--- config.mk ---
export PLATFORM = sky130hd
export DESIGN_NAME = craft_sbox_layer_serial
export DESIGN_NICKNAME = d
export VERILOG_FILES = /design/src/rtl/craft_sbox_layer_serial_pkg.sv /design/src/rtl/craft_sbox.sv /design/src/rtl/craft_sbox_layer_serial.sv
export SDC_FILE = /design/constraint.sdc
export NUM_CORES = 1
export LEC_CHECK = 0
export ABC_AREA = 1
export BUFFER_PORTS_ARGS = -buffer_cell sky130_fd_sc_hd__buf_2
export CAP_MARGIN = 20
export CORE_UTILIZATION = 48
export DETAILED_ROUTE_END_ITERATION = 10
export PLACE_DENSITY_LB_ADDON = 0.08
export SETUP_SLACK_MARGIN = 0.4
export SLEW_MARGIN = 0
export SYNTH_ARGS = -nofsm -noshare
export SYNTH_HDL_FRONTEND = slang
export SYNTH_SLANG_ARGS = --single-unit
--- constraint.sdc ---
create_clock -name CLK -period 1.5 [get_ports CLK]
set_input_delay 0.15 -clock CLK [delete_from_list [all_inputs] [get_ports CLK]]
set_output_delay 0.15 -clock CLK [all_outputs]
set_load 0.02 [all_outputs]
--- src/rtl/craft_sbox_layer_serial_pkg.sv ---
// craft_sbox_layer_serial_pkg: shared constants and FSM encoding for the serial CRAFT S-box layer
package craft_sbox_layer_serial_pkg;
  localparam int NB_DEFAULT = 16;
  typedef enum logic [1:0] {IDLE = 2'd0, RUN = 2'd1, DONE = 2'd2} state_t;
endpackage

--- src/rtl/craft_sbox.sv ---
// craft_sbox: combinational 4-bit CRAFT S-box
module craft_sbox (
  input  logic [3:0] x,
  output logic [3:0] y
);
  // table lookup, the only copy of the CRAFT S-box
  always_comb begin
    case (x)
      4'h0: y = 4'hC;
      4'h1: y = 4'hA;
      4'h2: y = 4'hD;
      4'h3: y = 4'h3;
      4'h4: y = 4'hE;
      4'h5: y = 4'hB;
      4'h6: y = 4'hF;
      4'h7: y = 4'h7;
      4'h8: y = 4'h8;
      4'h9: y = 4'h9;
      4'hA: y = 4'h1;
      4'hB: y = 4'h5;
      4'hC: y = 4'h0;
      4'hD: y = 4'h2;
      4'hE: y = 4'h4;
      default: y = 4'h6;
    endcase
  end
endmodule

--- src/rtl/craft_sbox_layer_serial.sv ---
// craft_sbox_layer_serial: SubCells over a 4*NB-bit state, one nibble per enabled cycle
module craft_sbox_layer_serial
  import craft_sbox_layer_serial_pkg::*;
#(
  parameter int NB = NB_DEFAULT
) (
  input  logic            CLK,
  input  logic            RST,
  input  logic            CE,
  input  logic            in_valid,
  output logic            in_ready,
  input  logic [4*NB-1:0] din,
  output logic            out_valid,
  input  logic            out_ready,
  output logic [4*NB-1:0] dout,
  output logic            busy
);
  localparam int CW = (NB > 1) ? $clog2(NB) : 1;
  state_t          state_q, state_d;
  logic [CW-1:0]   cnt_q, cnt_d;
  logic [4*NB-1:0] dat_q, dat_d;
  logic [3:0]      sb_y;
  logic            last;
  craft_sbox u_sbox (.x(dat_q[3:0]), .y(sb_y));
  assign last      = cnt_q == CW'(NB - 1);
  assign in_ready  = (state_q == IDLE) && CE;
  assign out_valid = state_q == DONE;
  assign busy      = state_q != IDLE;
  assign dout      = dat_q;
  // next state: everything holds unless CE; RUN rotates right, substituted low nibble enters at top
  always_comb begin
    state_d = state_q;
    cnt_d   = cnt_q;
    dat_d   = dat_q;
    case (state_q)
      IDLE: if (CE && in_valid) begin
        state_d = RUN;
        cnt_d   = '0;
        dat_d   = din;
      end
      RUN: if (CE) begin
        dat_d   = (4*NB)'({sb_y, dat_q} >> 4);
        cnt_d   = last ? '0 : cnt_q + 1'b1;
        state_d = last ? DONE : RUN;
      end
      DONE: if (CE && out_ready) state_d = IDLE;
      default: state_d = IDLE;
    endcase
  end
  // state registers with asynchronous active-low reset
  always_ff @(posedge CLK or negedge RST) begin
    if (!RST) begin
      state_q <= IDLE;
      cnt_q   <= '0;
      dat_q   <= '0;
    end else begin
      state_q <= state_d;
      cnt_q   <= cnt_d;
      dat_q   <= dat_d;
    end
  end
endmodule

==> results.md <==
Floorplan:
- The floorplan step set the die height to between 80 and 90 microns.
- The die covers 7400 sq um.
- The number of cell rows is 30.
- The floorplan step defined a core boundary enclosing 6790 sq um.
- Pin placement for this block handled approximately 140 I/O pins.
- The initial utilization of the core area, before any placement, comes to 49.9%.
- The die is 86.0 microns wide.

STA:
- The final critical-path setup slack is 0.0591 ns.
- The hold violation total from the final report came to 0.
- Based on the critical path, the design can be clocked at up to 694 MHz.
- At the pin with the least slew margin, the transition time is 0.472 ns.
- For the final routed database, the setup TNS stands at 0 ns.
- The post-route minimum period is 1.44 ns.
- The relative slew slack is 68.5%.
- Across the routed clock network, the largest skew measured is 0.0100 ns.
- Setup repair after global routing could not meet its margin everywhere.
- Setup violations remaining at the end of the flow were counted as 0.
- The number of max-slew violations in the final report is 0.
- The worst hold slack after final layout is 0.0396 ns.
- The portion of the clock cycle consumed by the worst path in the final layout is 96.1%.

Power:
- The worst supply voltage drop on vdd is 0.794 mV.
- The power density over the cells is 1380 nW/um^2.
- The reported leakage power is 2.78 nW.

Critical path:
- The category of cells accounting for the largest share of critical-path delay is buffers and inverters.
- The cell that appears most often on the critical path is sky130_fd_sc_hd__buf_12.
- The start-to-end type of the worst setup path is register to register.
- The worst setup path is captured at a register.
- The slowest stage of the critical path is the sky130_fd_sc_hd__dfrtp_1 cell.
- The data arrival time of the worst path is between 1.5 and 2 ns.
- In this design, the stage delay of the slowest critical-path cell is 0.42 ns.
- Walking the worst path, the cells encountered are inv_2 -> nand2_2 -> nor2_4 -> buf_12 -> buf_12 -> o21ai_2 -> o21ai_1.
- In this run the worst path has a maximum fanout of 8.
- For the worst setup path, the data required time is 1.76 ns.
- STA classifies the critical path startpoint as a register.
- The worst setup slack for register-to-register paths is 0.06 ns.
- The critical path contains buffers and inverters numbering 3 combined.

Yosys:
- The average instance area after synthesis is between 8 and 9 sq um.
- The area share of the largest cell type after synthesis is 51.7%.
- The count of unique library cells instantiated by Yosys is 18.
- The number of synthesized register bits is 70.
- Yosys attributes the largest share of cell area to sky130_fd_sc_hd__dfrtp_1 52%, sky130_fd_sc_hd__o21ai_1 9.9%, sky130_fd_sc_hd__nor2_1 9.6%.
- The Yosys step of the flow raised 0 warnings.
- After synthesis, flip-flops and latches occupy 51.7% of the total area.
- The largest area contributor in the synthesized netlist is sky130_fd_sc_hd__dfrtp_1.
- Counting every net in the synthesized netlist gives 489.
- Synthesis handed over a netlist of 419 instances.
- The summed instance area of the synthesized netlist is about 3400 sq um.

Clock network:
- TritonCTS built the clock tree.
- Counting along the longest clock path gives a buffer depth of 2.
- The CTS H-tree depth is 3.
- The clock slew at the register clock pins of the worst setup and hold paths is 0.09 ns.
- The clock sink count is 70.
- The clock latency on the worst-skew pair is 0.35 ns.
- The number of clock buffers inserted by TritonCTS is 9.
- The clock root buffer is sky130_fd_sc_hd__clkbuf_8.

Status:
- The run finished with clean final reports.

Cells and area:
- In the final design database the tool counted 680 nets.
- The synthesis-to-finish area growth is 69.5%.
- The finished layout holds 711 standard cells, fillers aside.
- The fill cell total of the finished layout is 360.
- The storage element area is approximately 1800 sq um.
- In the final layout, the multi-input gates occupy 1800 sq um.
- The share of the core filled with cells in the final layout is 84.5%.
- 0 antenna diodes ended up in the layout.
- The fraction of final layout cells with drive strength greater than 1 is 52.5%.

GRT:
- The first global-routing pass estimated 18400 microns of wire.
- The global-route total usage across every layer is approximately 33%.
- The initial antenna violation count is 0.
- Entering global routing, the biggest net connects 39 pins.
- For this run the aggregate overflow at the end of global routing stands at 0.
- The via count of the first global-routing pass is ~3700.

Drt:
- In the final routed layout, each cell accounts on average for 19.4 microns.
- The routed metal-1 wire length is 5020 microns.
- The number of vias per cell after detailed routing is roughly 5.8.
- The first detailed-routing pass ran for 5 iterations.
- The met3 wire length is 1210 microns.
- The routed design has 13800 microns of wire.
- The number of vias after detailed routing is just over 4000.
- The top routing layer in use is met4.
- Once detail routing completed, the nets flagged for antenna violations numbered 0.
- For this run, design rule violations remaining after detail routing come to 0.
- The detailed router finished its first iteration with 363 violations.
- Summed over all nets, wire length on met2 after detailed routing comes to 6890 microns.

Run:
- The reported max-cap violation count is 0.

Place:
- The half-perimeter wire length after detailed placement is between 6000 and 7000 microns.
- The number of buffers inserted by port buffering is 135.
- The worst slack at placement is 0.122 ns.
- The weighted congestion at the end of routability-driven global placement is around 0.81.
- Including well taps, the total number of placed cells is 635.

Hold path:
- The tightest min-delay check is of the input port to register type.
-- power by group --
| part | switching [mW] | internal, mW |
|---|---|---|
| Combinational | 1.91 | 1.51 |
| Clock | 0.796 | 0.935 |
| Sequential | 0.456 | 2.32 |
| Total | 3.16 | 4.77 |
-- per-layer routing --
metal  GRT usage (%)  vias up
met5               0        -
met4            13.6        0
met3            6.64       77
met2            56.0      294
met1            41.0     1982
li1                -     1771
-- repair_timing --
| item | 4_1_cts | 5_1_grt |
|---|---|---|
| endpoints found under the hold margin | 32 | 0 |
| gates resized for setup | 55 | 129 |
| hold buffers | 1 | 0 |
| cloned | 12 | 4 |
| setup endpoints to repair | 85 | 87 |
| buffers inserted | 27 | 16 |
| pin swaps | 12 | 58 |
-- Yosys cell counts --
cell type	number
sky130_fd_sc_hd__buf_4	2
sky130_fd_sc_hd__nand4_1	2
sky130_fd_sc_hd__o21ai_1	67
sky130_fd_sc_hd__o21ai_0	39
sky130_fd_sc_hd__dfrtp_1	70
sky130_fd_sc_hd__nor2_1	87
sky130_fd_sc_hd__inv_2	2
sky130_fd_sc_hd__ha_1	1
sky130_fd_sc_hd__o21ai_2	20
sky130_fd_sc_hd__nor2_4	2
sky130_fd_sc_hd__clkbuf_1	7
sky130_fd_sc_hd__nand2_1	84
sky130_fd_sc_hd__nand3_1	3
sky130_fd_sc_hd__inv_1	10
sky130_fd_sc_hd__buf_6	4
sky130_fd_sc_hd__a21oi_1	4
sky130_fd_sc_hd__buf_2	14
sky130_fd_sc_hd__nand2_2	1
-- layout by cell type, fill, tap and decap left out, drive strengths merged --
master and count:
buf 200, o21ai 126, nor2 89, nand2 85, dfrtp 70, clkbuf 14, inv 12, a21oi 4
nand3 3, clkinv 3, nand4 2, bufinv 2, bufbuf 2, ha 1, clkinvlp 1, dlygate4sd3 1
-- sequential cells by signal, summed over array words and instances, names as in the netlist --
register / count
dout: 64
cnt_q: 4
state_q: 2
-- final cells by class --
type                    instances  area share [%]
flip-flops and latches         70            30.5
clock buffers                  10            2.22
well taps                      96            2.09
inverters                      12           0.828
repair buffers                207            31.5
clock inverters                 6            1.50
multi-input cells             310            31.4
-- metrics by stage --
step,power (mW),instance area (sq um)
final,7.92,5740
after global routing,8.21,5740
after CTS,7.15,5170
after detailed placement,4.89,4210
after global placement,4.85,4210
after floorplan,4.03,3420
-- kinds of logic after synthesis --
family                   Yosys count  synth area share (%)
adder cells (fa/ha/maj)            1                 0.369
AND/OR/NAND/NOR                  179                  20.6
AO/OA/AOI/OAI                    130                  21.4
flip-flops                        70                  51.7
buffers and inverters             39                  5.94
-- tightest hold or removal path: stages --
cell and delay [ns]:
sky130_fd_sc_hd__buf_2 0.08, sky130_fd_sc_hd__nor2_2 0.03, sky130_fd_sc_hd__o21ai_1 0.10
-- final timing paths --
check	to	from	cells after the start
min in group asynchronous	dout[21]	RST	2
worst max register to register	dout[28]	state_q[1]	7
worst max-delay path	dout[28]	state_q[1]	7
max in group asynchronous	cnt_q[0]	RST	3
worst min-delay path	dout[5]	din[5]	3
worst min register to register	dout[57]	dout[57]	2
(Power assumes the default switching activity.)
